File: config.mk
export PLATFORM = sky130hd
export DESIGN_NAME = can_error_unit
export DESIGN_NICKNAME = d
export VERILOG_FILES = /design/src/rtl/can_error_unit.sv
export SDC_FILE = /design/constraint.sdc
export NUM_CORES = 1
export LEC_CHECK = 0
export BUFFER_PORTS_ARGS = -buffer_cell sky130_fd_sc_hd__buf_2
export CAP_MARGIN = 20
export CORE_MARGIN = 2
export CORE_UTILIZATION = 40
export CTS_BUF_LIST = sky130_fd_sc_hd__clkbuf_16
export DETAILED_ROUTE_END_ITERATION = 16
export HOLD_SLACK_MARGIN = 0.08
export PLACE_DENSITY_LB_ADDON = 0.2
export SYNTH_ARGS = -nofsm -noshare
export SYNTH_HDL_FRONTEND = slang
export SYNTH_SLANG_ARGS = --single-unit
File: constraint.sdc
create_clock -name clock -period 2.8 [get_ports clock]
set_input_delay 0.56 -clock clock [delete_from_list [all_inputs] [get_ports clock]]
set_output_delay 0.56 -clock clock [all_outputs]
set_load 0.01 [all_outputs]
File: src/rtl/can_error_unit.sv
// CAN error detection (bit/stuff/form/CRC/ACK) with TEC/REC fault confinement
// and the active / passive / bus-off state machine including bus-off recovery.
module can_error_unit #(
   parameter int unsigned STUFF_LEN   = 5,
   parameter int unsigned CNT_W       = 9,
   parameter int unsigned PASSIVE_LIM = 128,
   parameter int unsigned BUSOFF_LIM  = 256,
   parameter int unsigned IDLE_BITS   = 11,
   parameter int unsigned RECOV_SEQS  = 128
) (
   input  logic             clock,
   input  logic             reset,
   input  logic             SP,
   input  logic             RX,
   input  logic             TX,
   input  logic             tx_active,
   input  logic             F_STF,
   input  logic             F_ARB,
   input  logic             F_CRC_D,
   input  logic             F_ACK_D,
   input  logic             EOF_Flag,
   input  logic             F_ACK_SLOT,
   input  logic             crc_ok,
   input  logic             SOF,
   input  logic             frame_ok,
   output logic             ERROR,
   output logic [2:0]       err_code,
   output logic [CNT_W-1:0] tec,
   output logic [CNT_W-1:0] rec,
   output logic [1:0]       err_state
);

   localparam int unsigned RUN_W = $clog2(STUFF_LEN + 2);
   localparam int unsigned RC_W  = $clog2(IDLE_BITS + 1);
   localparam int unsigned SQ_W  = $clog2(RECOV_SEQS + 1);
   localparam int unsigned EXT_W = CNT_W + 1;

   localparam logic [RUN_W-1:0] L_RUN_MAX   = RUN_W'(STUFF_LEN + 1);
   localparam logic [RUN_W-1:0] L_RUN_LAST  = RUN_W'(STUFF_LEN);
   localparam logic [CNT_W-1:0] L_PASSIVE   = CNT_W'(PASSIVE_LIM);
   localparam logic [EXT_W-1:0] L_BUSOFF_X  = EXT_W'(BUSOFF_LIM);
   localparam logic [CNT_W-1:0] L_BUSOFF    = CNT_W'(BUSOFF_LIM);
   localparam logic [CNT_W-1:0] L_REC_RESET = CNT_W'(120);
   localparam logic [RC_W-1:0]  L_IDLE_LAST = RC_W'(IDLE_BITS - 1);
   localparam logic [SQ_W-1:0]  L_SEQ_LAST  = SQ_W'(RECOV_SEQS - 1);

   localparam logic [2:0] C_BIT   = 3'd1;
   localparam logic [2:0] C_STUFF = 3'd2;
   localparam logic [2:0] C_FORM  = 3'd3;
   localparam logic [2:0] C_CRC   = 3'd4;
   localparam logic [2:0] C_ACK   = 3'd5;

   typedef enum logic [1:0] {
      ST_ACTIVE  = 2'd0,
      ST_PASSIVE = 2'd1,
      ST_BUS_OFF = 2'd2
   } state_t;

   state_t           r_state, w_state_nxt;
   logic             r_error;
   logic [2:0]       r_code;
   logic [CNT_W-1:0] r_tec, r_rec;
   logic [CNT_W-1:0] w_tec_nxt, w_rec_nxt;
   logic             r_prev_rx;
   logic [RUN_W-1:0] r_run;
   logic [RUN_W-1:0] w_run_nxt;
   logic             r_mask;
   logic [RC_W-1:0]  r_rcnt;
   logic [SQ_W-1:0]  r_seq;

   logic             w_run_inc, w_stuff, w_bit, w_form, w_crc, w_ack;
   logic             w_det_en, w_err, w_rec_done, w_passive;
   logic [2:0]       w_code;
   logic [EXT_W-1:0] w_tec_add;

   // Violation detectors, evaluated on every sample point
   assign w_run_inc = F_STF && (RX == r_prev_rx);
   assign w_run_nxt = !w_run_inc ? RUN_W'(1) :
                      (r_run == L_RUN_MAX) ? r_run : r_run + RUN_W'(1);
   assign w_stuff   = w_run_inc && (r_run == L_RUN_LAST);
   assign w_bit     = tx_active && !F_ACK_SLOT && (RX != TX) && (!F_ARB || (!TX && RX));
   assign w_form    = !RX && (F_CRC_D || F_ACK_D || EOF_Flag);
   assign w_crc     = F_CRC_D && !crc_ok && !tx_active;
   assign w_ack     = tx_active && F_ACK_SLOT && RX;

   // SOF re-arms detection on the same sample point that it is seen
   assign w_det_en  = SP && (r_state != ST_BUS_OFF) && (!r_mask || SOF);
   assign w_err     = w_det_en && (w_bit || w_stuff || w_form || w_crc || w_ack);

   always_comb begin
      w_code = 3'd0;
      if (w_bit)        w_code = C_BIT;
      else if (w_stuff) w_code = C_STUFF;
      else if (w_form)  w_code = C_FORM;
      else if (w_crc)   w_code = C_CRC;
      else if (w_ack)   w_code = C_ACK;
   end

   assign w_rec_done = SP && (r_state == ST_BUS_OFF) && RX &&
                       (r_rcnt == L_IDLE_LAST) && (r_seq == L_SEQ_LAST);
   assign w_tec_add  = {1'b0, r_tec} + EXT_W'(8);

   // Next counter values: recovery, then error, then frame_ok
   always_comb begin
      w_tec_nxt = r_tec;
      w_rec_nxt = r_rec;
      if (w_rec_done) begin
         w_tec_nxt = '0;
         w_rec_nxt = '0;
      end else if (w_err) begin
         if (tx_active) begin
            w_tec_nxt = (w_tec_add >= L_BUSOFF_X) ? L_BUSOFF : w_tec_add[CNT_W-1:0];
         end else if (r_rec != {CNT_W{1'b1}}) begin
            w_rec_nxt = r_rec + CNT_W'(1);
         end
      end else if (frame_ok && (r_state != ST_BUS_OFF)) begin
         if (tx_active) begin
            if (r_tec != '0) w_tec_nxt = r_tec - CNT_W'(1);
         end else if (r_rec >= L_PASSIVE) begin
            w_rec_nxt = L_REC_RESET;
         end else if (r_rec != '0) begin
            w_rec_nxt = r_rec - CNT_W'(1);
         end
      end
   end

   assign w_passive = (w_tec_nxt >= L_PASSIVE) || (w_rec_nxt >= L_PASSIVE);

   // Fault-confinement state follows the counters on the same edge
   always_comb begin
      w_state_nxt = r_state;
      unique case (r_state)
         ST_ACTIVE, ST_PASSIVE: begin
            if (w_tec_nxt >= L_BUSOFF) w_state_nxt = ST_BUS_OFF;
            else if (w_passive)        w_state_nxt = ST_PASSIVE;
            else                       w_state_nxt = ST_ACTIVE;
         end
         ST_BUS_OFF: begin
            if (w_rec_done) w_state_nxt = ST_ACTIVE;
         end
         default: w_state_nxt = ST_ACTIVE;
      endcase
   end

   always_ff @(posedge clock) begin
      if (reset) begin
         r_state <= ST_ACTIVE;
      end else begin
         r_state <= w_state_nxt;
      end
   end

   always_ff @(posedge clock) begin
      if (reset) begin
         r_error   <= 1'b0;
         r_code    <= 3'd0;
         r_tec     <= '0;
         r_rec     <= '0;
         r_prev_rx <= 1'b1;
         r_run     <= RUN_W'(1);
         r_mask    <= 1'b0;
      end else begin
         r_error <= w_err;
         r_tec   <= w_tec_nxt;
         r_rec   <= w_rec_nxt;
         if (w_err) r_code <= w_code;
         if (SP) begin
            r_prev_rx <= RX;
            r_run     <= w_run_nxt;
         end
         if (w_err)          r_mask <= 1'b1;
         else if (SP && SOF) r_mask <= 1'b0;
      end
   end

   // Bus-off recovery: runs of IDLE_BITS recessive samples, counted in sequences
   always_ff @(posedge clock) begin
      if (reset) begin
         r_rcnt <= '0;
         r_seq  <= '0;
      end else if (SP && (r_state == ST_BUS_OFF)) begin
         if (!RX) begin
            r_rcnt <= '0;
         end else if (r_rcnt == L_IDLE_LAST) begin
            r_rcnt <= '0;
            r_seq  <= w_rec_done ? '0 : r_seq + SQ_W'(1);
         end else begin
            r_rcnt <= r_rcnt + RC_W'(1);
         end
      end
   end

   assign ERROR     = r_error;
   assign err_code  = r_code;
   assign tec       = r_tec;
   assign rec       = r_rec;
   assign err_state = r_state;

endmodule

### Word level (Yosys, flattened, before mapping)

Cells that the tools add are included.

| storage, ports and cells | value |
|---|---|
| logic and storage cells | 108 |
| input bits | 15 |
| flip-flop bits (word level) | 41 |
| output and inout port bits | 24 |

| operators by class | value |
|---|---|
| muxes and demuxes | 31 |
| eq/ne operators | 12 |
| magnitude comparators | 5 |
| reductions and logical operators | 43 |
| add/subtract/negate cells | 7 |

Operators by type and width:

| operator | number |
|---|---|
| 2-to-1 mux 9 bit | 15 |
| greater-or-equal comparator 9 x 8 -> 1 bit (second input constant) | 3 |
| 2-to-1 mux 3 bit | 7 |
| logical AND 1 bit | 20 |
| nonzero test 9 bit | 2 |
| subtractor 9 x 1 -> 9 bit (second input constant) | 2 |
| adder 9 x 4 -> 10 bit (second input constant) | 1 |
| greater-or-equal comparator 10 x 9 -> 1 bit (second input constant) | 1 |
| adder 9 x 1 -> 9 bit (second input constant) | 1 |
| greater-or-equal comparator 9 bit (second input constant) | 1 |
| logical OR 1 bit | 9 |
| != test 9 bit (second input constant) | 1 |
| adder 8 x 1 -> 8 bit (second input constant) | 1 |
| == test 8 x 7 -> 1 bit (second input constant) | 1 |
| 2-to-1 mux 4 bit | 2 |
| 2-to-1 mux 8 bit | 1 |
| zero test 1 bit | 7 |
| == test 3 bit (second input constant) | 2 |
| != test 2 bit (second input constant) | 3 |
| adder 4 x 1 -> 4 bit (second input constant) | 1 |
| == test 4 bit (second input constant) | 1 |
| 2-to-1 mux 2 bit | 2 |
| case mux 2 bit (2 select lines) | 1 |
| adder 3 x 1 -> 3 bit (second input constant) | 1 |
| 10 further kinds | 12 |

### Depth between registers and ports, before layout

Gate-level depths: netlist of the first run.

| logic depth | value |
|---|---|
| word-level depth | 16 |
| mapped depth | 9 |

### Least setup slack after synthesis of the first run

OpenSTA, ideal clock, no wires.

| timing path | value |
|---|---|
| kind | flip-flop to flip-flop |
| start point | register r_tec[0], in the netlist tec[0] |
| end point | register r_state[0], in the netlist err_state[0] |
| data required time | 2672 ps |
| setup slack | 715 ps |
| cell stages (with the launch flop) | 9 |
| clock period less this slack | 2085 ps |
| path buffers | 0 |
| data arrival time | 1956 ps |
| cells stage by stage | dfxtp_1 inv_1 ha_1 nor4b_1 a211oi_1 nand4_1 xnor2_1 o211ai_1 a31oi_1 |

| on the way | value |
|---|---|
| cells in the longest elaborated chain, start to end | 11 |

RTL lines:

| item | RTL line | text |
|---|---|---|
| from (decl) | 62 | `logic [CNT_W-1:0] r_tec, r_rec;` |
| from (signal assigned) | 164 | `r_tec <= w_tec_nxt;` |
| adder 9 x 4 -> 10 bit (tied with other cells) | 101 | `assign w_tec_add = {1'b0, r_tec} + EXT_W'(8);` |
| greater-or-equal comparator 10 x 9 -> 1 bit / 2-to-1 mux 9 bit (equally long branches) | 112, 118 |  |
| 2-to-1 mux 9 bit, on equally long branches | 112, 117 |  |
| 2-to-1 mux 9 bit, on equally long branches | 111, 116 |  |
| 2-to-1 mux 9 bit * | 110 | `end else if (w_err) begin` |
| 2-to-1 mux 9 bit * | 107 | `if (w_rec_done) begin` |
| greater-or-equal comparator 9 x 8 -> 1 bit | 127 | `assign w_passive = (w_tec_nxt >= L_PASSIVE) \|\| (w_rec_nxt >= L_PASSIVE);` |
| logical OR 1 bit | 127 |  |
| 2-to-1 mux 1 bit | 135 | `else if (w_passive) w_state_nxt = ST_PASSIVE;` |
| 2-to-1 mux 2 bit * | 134 | `if (w_tec_nxt >= L_BUSOFF) w_state_nxt = ST_BUS_OFF;` |
| case mux 2 bit (2 select lines) * | 132 | `unique case (r_state)` |
| to (signal assigned) | 149 | `r_state <= w_state_nxt;` |
| to (decl) | 59 | `state_t r_state, w_state_nxt;` |

Mark *: on every way between the ends. The rest lies on a longest branch, timed or not.
A chain may end at the register's enable or synchronous reset.

### Worst setup path after layout of the first run

| timing path | value |
|---|---|
| start point | register r_run[1] |
| end point | register r_rec[1], in the netlist rec[1] |

| on the way | value |
|---|---|
| cells in the longest elaborated chain, start to end | 9 |

RTL lines:

| item | RTL line | text |
|---|---|---|
| from (decl) | 65 | `logic [RUN_W-1:0] r_run;` |
| from (signal assigned) | 169 | `r_run <= w_run_nxt;` |
| == test 3 bit | 80 | `assign w_stuff = w_run_inc && (r_run == L_RUN_LAST);` |
| logical AND 1 bit | 80 |  |
| logical OR 1 bit (4 in series) | 88 | `assign w_err = w_det_en && (w_bit \|\| w_stuff \|\| w_form \|\| w_crc \|\| w_ack);` |
| logical AND 1 bit | 88 |  |
| 2-to-1 mux 9 bit | 110 |  |
| 2-to-1 mux 9 bit | 107 |  |
| to (signal assigned) | 165 | `r_rec <= w_rec_nxt;` |
| to (decl) | 62 |  |

No other way between the ends.

==> results.toml, run 1 <==
[hold_path]
whs_endpoint = "r_mask$_SDFFE_PP0P_"
hold_start = "r_mask$_SDFFE_PP0P_"
hp-class = "reg2reg"
min_path_cells = 2

[global_route]
antenna_found_initial = 0
track_usage_pct = 17.79
grt_pass1_wl_microns = 10620
grt_overflow = 0
grt_pass1_vias = 2302
grt_max_degree = 25

[layout]
n_fill_cell = 644
fin_nets = 390
drive_above_1_share_pct = 16.02
layout.cells.non_filler = 439
area_growth_pct = 14.92
seqCellArea_sq_um = 820.8
multi_input_area_sq_um = 1663
antennaDiodeCount = 0

[setup_path]
rr_endpoint = "rec[1]$_SDFF_PP0_"
cp_max_fo = 19
cp.arrival_ns = 2.44
r2r_cells = 9
critPathKind = "reg2reg"
timing.rr.start = "r_run[1]$_SDFFE_PP0P_"
end_kind = "flop"
crit_chain = "inv_1 > ha_1 > and3_1 > o2bb2ai_2 > o31ai_4 > buf_4 > nand2_2 > or3_1 > a31oi_1"
r2r_slack_ns = 0.56
critPathLaunchType = "flop"
crit_path_top_delay_cell = "dfxtp_1"
worst_path_largest_cell_delay_ns = 0.38
cp.required_ns = 3.00

[cts]
root_buffer = "clkbuf_16"
cts_resized = 0
post_cts_buffers = 0
clkTransAtPathRegs_ns = 0.06
numClockSinks = 41
cts_tree = "built"
clockBufferDepth = 2
clkLatencyLatePin_ns = 0.28
numCtsBuffers = 5
hold_buffers = 0
htree_levels = 2

[floorplan]
dieArea_sq_um = 7181
ios = 39
rows = 29
die_height_microns = 84.74
die_x_microns = 84.74
core_area_sq_um = 6314
start_util_pct = 41.30

[drt]
finalWirelength_microns = 6151
met2WireLength_microns = 2935
ant_nets = 0
viasPerCell = 5.665
num_vias = 2487
drtIter0Drc = 130
wl_per_cell_microns = 14.01
route.met3.wl_microns = 224
drt_pass1_iterations = 5
drc_errors = 0
dr.max_layer_used = "met4"
drt-met1-wl_microns = 2960

[sta]
rsz0062_at_grt = "false"
finalMaxSlewViolations = 0
hold_viol_final = 0
clock_skew_ns = 0.005679
worst_pin_slew_ns = 0.6005
slew_headroom_pct = 59.63
tns_ns = 0
finalSetupViolCount = 0
post-route-min-period_ns = 2.240
timing.final.crit_share_pct = 80.02
fmax_mhz = 446.3

[placement]
routabilityCongestion = 0.7997
placed_cells = 431
port_buffers = 38
dp_hpwl_microns = 4562

[flow_run]
maxCapViolations = 0

[synthesis]
yosys_warnings = 0
synth-seq-cells = 41
synth_area_leaders = "dfxtp_1, ha_1, nor2_1"
seq_area_frac_synth_pct = 31.48
synth_flop_cell = "dfxtp_1"
syn-cell-area_sq_um = 2608
synth_top_cell_area_share_pct = 31.48
synth_nets = 353
postSynthAreaPerCell_sq_um = 8.048
syn_inst = 324
ys_top_cells_by_count = "dfxtp_1, nor2_1, nand2_1, nand3_1, a21oi_1"
ys_types = 61
synth_most_common_cell = "dfxtp_1"
synth_enable_flop_cells = 0
synthArstFlopShare_pct = 0
yosys.area.top_type = "dfxtp_1"

[power_and_ir_drop]
ir_worst_vdd_mv = 0.3446
pwr-share-clk_pct = 30.8
combPwrFrac_pct = 27.3
power_density_nw_per_um2 = 582.1
switching_share_pct = 33.08
power.total_mw = 1.744
pwr-share-seq_pct = 41.9
p_leak_nw = 1.255
p_sw_mw = 0.5771
cell_internal_pwr_mw = 1.167

[status]
outcome = "complete, no violations"
## state kept, by name (all words and copies together), names as in the netlist
name / cells
rec: 9
tec: 9
r_seq: 8
r_rcnt: 4
err_code: 3
r_run: 3
err_state: 2
ERROR: 1
r_mask: 1
r_prev_rx: 1
## critical path: cells and delay by family, from the launching register on
family,cells,cell delay [ns]
buffers and inverters,2,0.34
AOI/OAI and AO/OA,3,0.61
adders and majority gates,1,0.17
and+or+nand+nor,3,0.68
DFF,1,0.38
## cells in the final DEF (no fill, tap or decap), drive strengths merged, types with 8 or more instances in the layout
master and n:
xnor2 8, inv 17, buf 43, o21ai 12, nor2 37, nor3 9, mux2i 8, dfxtp 41
nand3 21, a21oi 16, nand2 29, a31oi 8, nand2b 9, ha 14
## cells by family (layout without fill, tap and decap cells)
group / after synthesis / after routing / synth area share (%)
AND/OR/NAND/NOR: 150 / 150 / 29.70
AO/OA/AOI/OAI: 70 / 70 / 19.10
flip-flops: 41 / 41 / 31.48
buffers and inverters: 27 / 65 / 4.750
adder cells (fa/ha/maj): 14 / 14 / 6.718
XOR/XNOR: 12 / 12 / 4.319
multiplexers: 10 / 10 / 3.935
## through the flow
stage               utilization, %  instance area [sq um]  setup slack [ns]  hold slack, ns
floorplan                        -                   2608            0.7154          0.4368
global placement             45.30                   2860            0.3658          0.4714
detailed placement           45.30                   2860            0.3296          0.4663
CTS                          47.46                   2997            0.5464          0.4774
global route                 47.46                   2997            0.4073          0.4947
finish                       47.46                   2997            0.5596          0.4769
## power by group through the flow
stage               logic [mW]  clock network [mW]  registers (mW)
floorplan                0.335                   0           0.735
global placement         0.473                   0           0.743
detailed placement       0.476                   0           0.743
CTS                      0.479               0.554           0.730
global route             0.535               0.583           0.743
finish                   0.476               0.537           0.731
## layer usage
layer	vias up	track usage [%]
met5	-	0
met4	0	2.742
met3	2	3.343
met2	43	30.71
met1	1192	23.56
li1	1250	-
## area by class of cell
cell class,instances,share of cell area [%]
clock inverters,3,0.3758
multi-input cells,256,55.49
clock buffers,5,4.175
inverters,14,1.754
repair buffers,43,7.599
flip-flops and latches,41,27.39
well taps,77,3.215
## worst max-delay path by stage
stage                                      from                         to  cells after the start
after floorplan               tec[0]$_SDFF_PP0_  err_state[0]$_SDFFE_PP0P_                      8
final                     r_run[1]$_SDFFE_PP0P_          rec[1]$_SDFF_PP0_                      9
after global placement                       RX          rec[1]$_SDFF_PP0_                      9
after detailed placement                     RX          rec[1]$_SDFF_PP0_                      9
after CTS                 r_run[1]$_SDFFE_PP0P_          rec[1]$_SDFF_PP0_                      9
after global routing      r_run[1]$_SDFFE_PP0P_          rec[1]$_SDFF_PP0_                      9
No activity file was read; power rests on OpenSTA's default activity.
==> run 2: changes to the inputs <==
Clock period 2.8 ns to 2.1 ns, I/O delays scaled along.
==> run 2 against run 1 <==
Against the previous run:
- hold slack worse by 0.058 ns
- total power is 43% higher
- sequential power is 32% higher
- largest cell class unchanged
- largest power group unchanged
- sequential cell count stayed put
- critical path type unchanged
- register-to-register slack worse by 0.46 ns
- die area stayed put
- clock-buffer cell count stayed put
- utilization is 5.0 points higher
- wire length is 11% higher
==> results.toml, run 2 (same netlist as run 1, synthesis figures left out) <==
[placement]
dp_hpwl_microns = 4931
dpl_cell_area_sq_um = 3065
routabilityCongestion = 0.9109
dp_slack_ns = -0.02386
port_buffers = 38

[cts]
hold_buffers = 0
numClockSinks = 41
clkTransAtPathRegs_ns = 0.06
numCtsBuffers = 5
clockBufferDepth = 2
htree_levels = 2
root_buffer = "clkbuf_16"
clkLatencyLatePin_ns = 0.28
cts_tree = "built"

[drt]
drt-met1-wl_microns = 3248
finalWirelength_microns = 6799
num_vias = 2580
drc_errors = 0
ant_nets = 0
wl_per_cell_microns = 14.50
viasPerCell = 5.501
route.met3.wl_microns = 344
dr.max_layer_used = "met4"
met2WireLength_microns = 3106
drt_pass1_iterations = 5
drtIter0Drc = 124

[sta]
worst_pin_slew_ns = 0.5480
fin_ws_ns = 0.09549
finalMaxSlewViolations = 0
timing.final.crit_share_pct = 95.45
fmax_mhz = 498.9
hold_viol_final = 0
slew_headroom_pct = 63.16
tns_ns = 0
post-route-min-period_ns = 2.005
finalSetupViolCount = 0
clock_skew_ns = 0.005306

[floorplan]
core_area_sq_um = 6314
die_height_microns = 84.74
rows = 29
ios = 39
start_util_pct = 41.30
dieArea_sq_um = 7181
die_x_microns = 84.74

[global_route]
grt_overflow = 0
antenna_found_initial = 0
grt_max_degree = 20
grt_pass1_wl_microns = 11230
track_usage_pct = 18.86
grt_pass1_vias = 2405

[setup_path]
timing.rr.start = "r_run[1]$_SDFFE_PP0P_"
cp_max_fo = 4
crit_path_top_delay_cell = "dfxtp_2"
crit_chain = "inv_1 > ha_1 > and3_2 > o2bb2ai_2 > o31ai_4 > buf_4 > clkbuf_16 > nor2_1 > a211o_1 > a21oi_1"
critPathKind = "reg2reg"
rr_endpoint = "rec[5]$_SDFF_PP0_"
worst_path_largest_cell_delay_ns = 0.35
critPathLaunchType = "flop"
cp.required_ns = 2.30
end_kind = "flop"
r2r_cells = 10
cp.arrival_ns = 2.21
r2r_slack_ns = 0.1

[layout]
fin_nets = 420
n_fill_cell = 613
multi_input_area_sq_um = 1682
stdcell_area_sq_um = 3312
antennaDiodeCount = 0
drive_above_1_share_pct = 25.00
final_common_cell = "dfxtp_1"
seqCellArea_sq_um = 822.0
final_cell_mix = "dfxtp_1, buf_2, nor2_1, buf_4, nand2_1"
area_growth_pct = 27.02

[power_and_ir_drop]
ir_worst_vdd_mv = 0.4667
p_leak_nw = 1.419
power_density_nw_per_um2 = 754.6

[hold_path]
hold_start = "reset"
min_path_cells = 2
whs_endpoint = "rec[7]$_SDFF_PP0_"
hp-class = "in2reg"

[flow_run]
maxCapViolations = 0

[status]
outcome = "complete, no violations"
-- run 2: changes by cell type in the layout (fill, tap and decap cells not counted), moves of 2 or more --
cell,delta
buf_12,+2
buf_4,+26
clkbuf_16,+2
and3_1,-2
and3_2,+2
inv_1,-3
-- run 2: final cells by class --
cell class / count / share of cell area (%)
repair buffers: 73 / 15.49
multi-input cells: 256 / 50.77
flip-flops and latches: 41 / 24.82
well taps: 77 / 2.909
inverters: 14 / 1.587
clock inverters: 3 / 0.6422
clock buffers: 5 / 3.778
-- run 2: through the flow --
stage / instances / power (mW) / utilization (%) / hold slack, ns
after detailed placement: 455 / 1.704 / 48.55 / 0.4523
after CTS: 463 / 2.472 / 50.87 / 0.4083
after global placement: 455 / 1.699 / 48.55 / 0.4453
after floorplan: 324 / 1.427 / - / 0.4368
final: 469 / 2.499 / 52.46 / 0.4190
after global routing: 469 / 2.651 / 52.46 / 0.4184
-- run 2: worst max-delay path by stage --
stage / start / end / slack [ns]
final: r_run[1]$_SDFFE_PP0P_ / rec[5]$_SDFF_PP0_ / 0.1
after global routing: r_run[1]$_SDFFE_PP0P_ / err_state[0]$_SDFFE_PP0P_ / -0.02
after CTS: r_run[1]$_SDFFE_PP0P_ / rec[1]$_SDFF_PP0_ / 0.03
after detailed placement: RX / rec[5]$_SDFF_PP0_ / -0.02
after global placement: F_ACK_D / tec[6]$_SDFF_PP0_ / 0.03
after floorplan: tec[0]$_SDFF_PP0_ / err_state[0]$_SDFFE_PP0P_ / 0.02
-- run 2: repair_timing --
action,CTS,global route
resized for setup,0,7
endpoints found under the setup margin,0,13
buffers inserted,0,4
hold endpoints to repair,0,0
-- run 2: routing by layer --
metal	global-route usage, %	up-vias
met5	0	-
met4	5.772	0
met3	3.245	10
met2	29.13	80
met1	26.87	1173
li1	-	1317
-- run 2: worst max-delay path, delay by kind of cell (launching register included) --
| family | cells | cell delay, ns |
|---|---|---|
| AOI/OAI and AO/OA | 4 | 0.76 |
| buffers and inverters | 3 | 0.36 |
| DFF | 1 | 0.35 |
| and+or+nand+nor | 2 | 0.28 |
| adders and majority gates | 1 | 0.16 |
-- run 2: power by group --
group	internal, mW	switching, mW	leakage (nW)	total [mW]
logic	0.370	0.404	1.01	0.774
clock network	0.442	0.319	0.0702	0.761
registers	0.850	0.114	0.335	0.964
total	1.66	0.837	1.42	2.50
==> run 3: changes to the inputs <==
Settings changed: GPL_TIMING_DRIVEN set to 0, PLACE_DENSITY set to 0.59, PLACE_DENSITY_LB_ADDON 0.2 to unset.
==> run 3 against run 2 <==
Against the previous run:
- die area unchanged
- global-route usage decreased by 0.20 points
- fmax increased by 1.3%
- critical path type is now in2reg
- critical endpoint is now tec[4]$_SDFF_PP0_
==> results.toml, run 3 (same netlist as run 1, synthesis figures left out) <==
[setup_path]
cp_max_fo = 5
worst_path_largest_cell_delay_ns = 0.56
end_kind = "flop"
cp.arrival_ns = 2.14
critPathKind = "in2reg"
crit_chain = "buf_2 > ha_1 > nor2_1 > nand3_1 > a311oi_2 > nand2_1 > nand2_1 > nor3_1"
cp_common_cell = "nand2_1"
cp.required_ns = 2.26
critPathLaunchType = "primary input"
crit_path_top_delay_cell = "a311oi_2"

[layout]
antennaDiodeCount = 0
drive_above_1_share_pct = 20.32
final_common_cell = "buf_2"
finish.utilization_pct = 49.70
final_cell_mix = "buf_2, dfxtp_1, nor2_1, nand2_1, nand3_1"
area_growth_pct = 20.35
n_fill_cell = 646
fin_nets = 402
stdcell_area_sq_um = 3138

[placement]
dp_hpwl_microns = 4763
routabilityCongestion = 0.8962
port_buffers = 38
dp_slack_ns = -0.3858
dpl_cell_area_sq_um = 2894

[floorplan]
rows = 29
die_x_microns = 84.74
core_area_sq_um = 6314
dieArea_sq_um = 7181
die_height_microns = 84.74
start_util_pct = 41.30
ios = 39

[sta]
rsz0062_at_grt = "true"
fin_ws_ns = 0.1209
timing.final.crit_share_pct = 94.24
finalSetupViolCount = 0
slew_headroom_pct = 65.59
finalMaxSlewViolations = 0
clock_skew_ns = 0.008690
fmax_mhz = 505.3
holdWs_ns = 0.4332
worst_pin_slew_ns = 0.5108
hold_viol_final = 0
post-route-min-period_ns = 1.979

[drt]
num_vias = 2480
ant_nets = 0
finalWirelength_microns = 6613
drc_errors = 0
drtIter0Drc = 133
wl_per_cell_microns = 14.66
drt_pass1_iterations = 5
viasPerCell = 5.499

[global_route]
antenna_found_initial = 0
grt_overflow = 0
grt_pass1_wl_microns = 10940
track_usage_pct = 18.66
grt_max_degree = 13
grt_pass1_vias = 2299

[cts]
numCtsBuffers = 5
clkTransAtPathRegs_ns = 0.06
cts_tree = "built"
htree_levels = 2
numClockSinks = 41
clkLatencyLatePin_ns = 0.28
root_buffer = "clkbuf_16"
clockBufferDepth = 2
hold_buffers = 0

[power_and_ir_drop]
ir_worst_vdd_mv = 0.4293
power.total_mw = 2.430
p_leak_nw = 1.320
power_density_nw_per_um2 = 774.4

[status]
outcome = "complete, no violations"

[flow_run]
maxCapViolations = 0

[hold_path]
hp-class = "in2reg"
==> run 3: layout make-up <==
type	instances	area, sq um	share of cell area, %
sequential	41	824.5	26.28
timing repair buffer	42	232.7	7.416
multi-input combinational	256	1718	54.74
clock inverter	3	13.76	0.4386
clock buffer	5	125.1	3.987
tap	77	96.34	3.070
buffer	13	75.07	2.392
inverter	14	52.55	1.675
==> run 3: critical path: cells and delay by family <==
kind,cells,cell delay [ns]
simple gates,5,0.77
compound gates,1,0.56
fa+ha+maj,1,0.29
buf+inv,1,0.11
==> run 3: stage by stage <==
stage | instances | TNS (ns)
after floorplan | 324 | 0
after global placement | 439 | -5.451
after detailed placement | 439 | -5.325
after CTS | 450 | -0.002328
after global routing | 451 | -0.06152
final | 451 | 0
==> run 3: final timing paths <==
path                          to                start  cells after the start  slack [ns]
max            tec[4]$_SDFF_PP0_                   RX                      8        0.12
max reg2reg    rec[0]$_SDFF_PP0_    rec[7]$_SDFF_PP0_                      5        0.13
min reg2reg  r_mask$_SDFFE_PP0P_  r_mask$_SDFFE_PP0P_                      2        0.46
min          r_mask$_SDFFE_PP0P_                  SOF                      4        0.43
==> run 3: what timing repair did <==
action,4_1_cts,5_1_grt
setup buffers,3,1
resized for setup,5,9
pin swaps,1,2
setup endpoints to repair,18,19
==> run 3: power breakdown <==
group | switching (mW) | internal, mW | leakage (nW)
clock | 0.309 | 0.432 | 0.0748
combinational | 0.406 | 0.316 | 0.910
sequential | 0.116 | 0.852 | 0.336
==> run 3: layer usage <==
layer	routed length, microns	global-route usage (%)	vias to the layer above
met5	0	0	-
met4	53	5.772	0
met3	256	3.245	6
li1	-	-	1283
met2	3120	30.21	54
met1	3183	25.38	1137
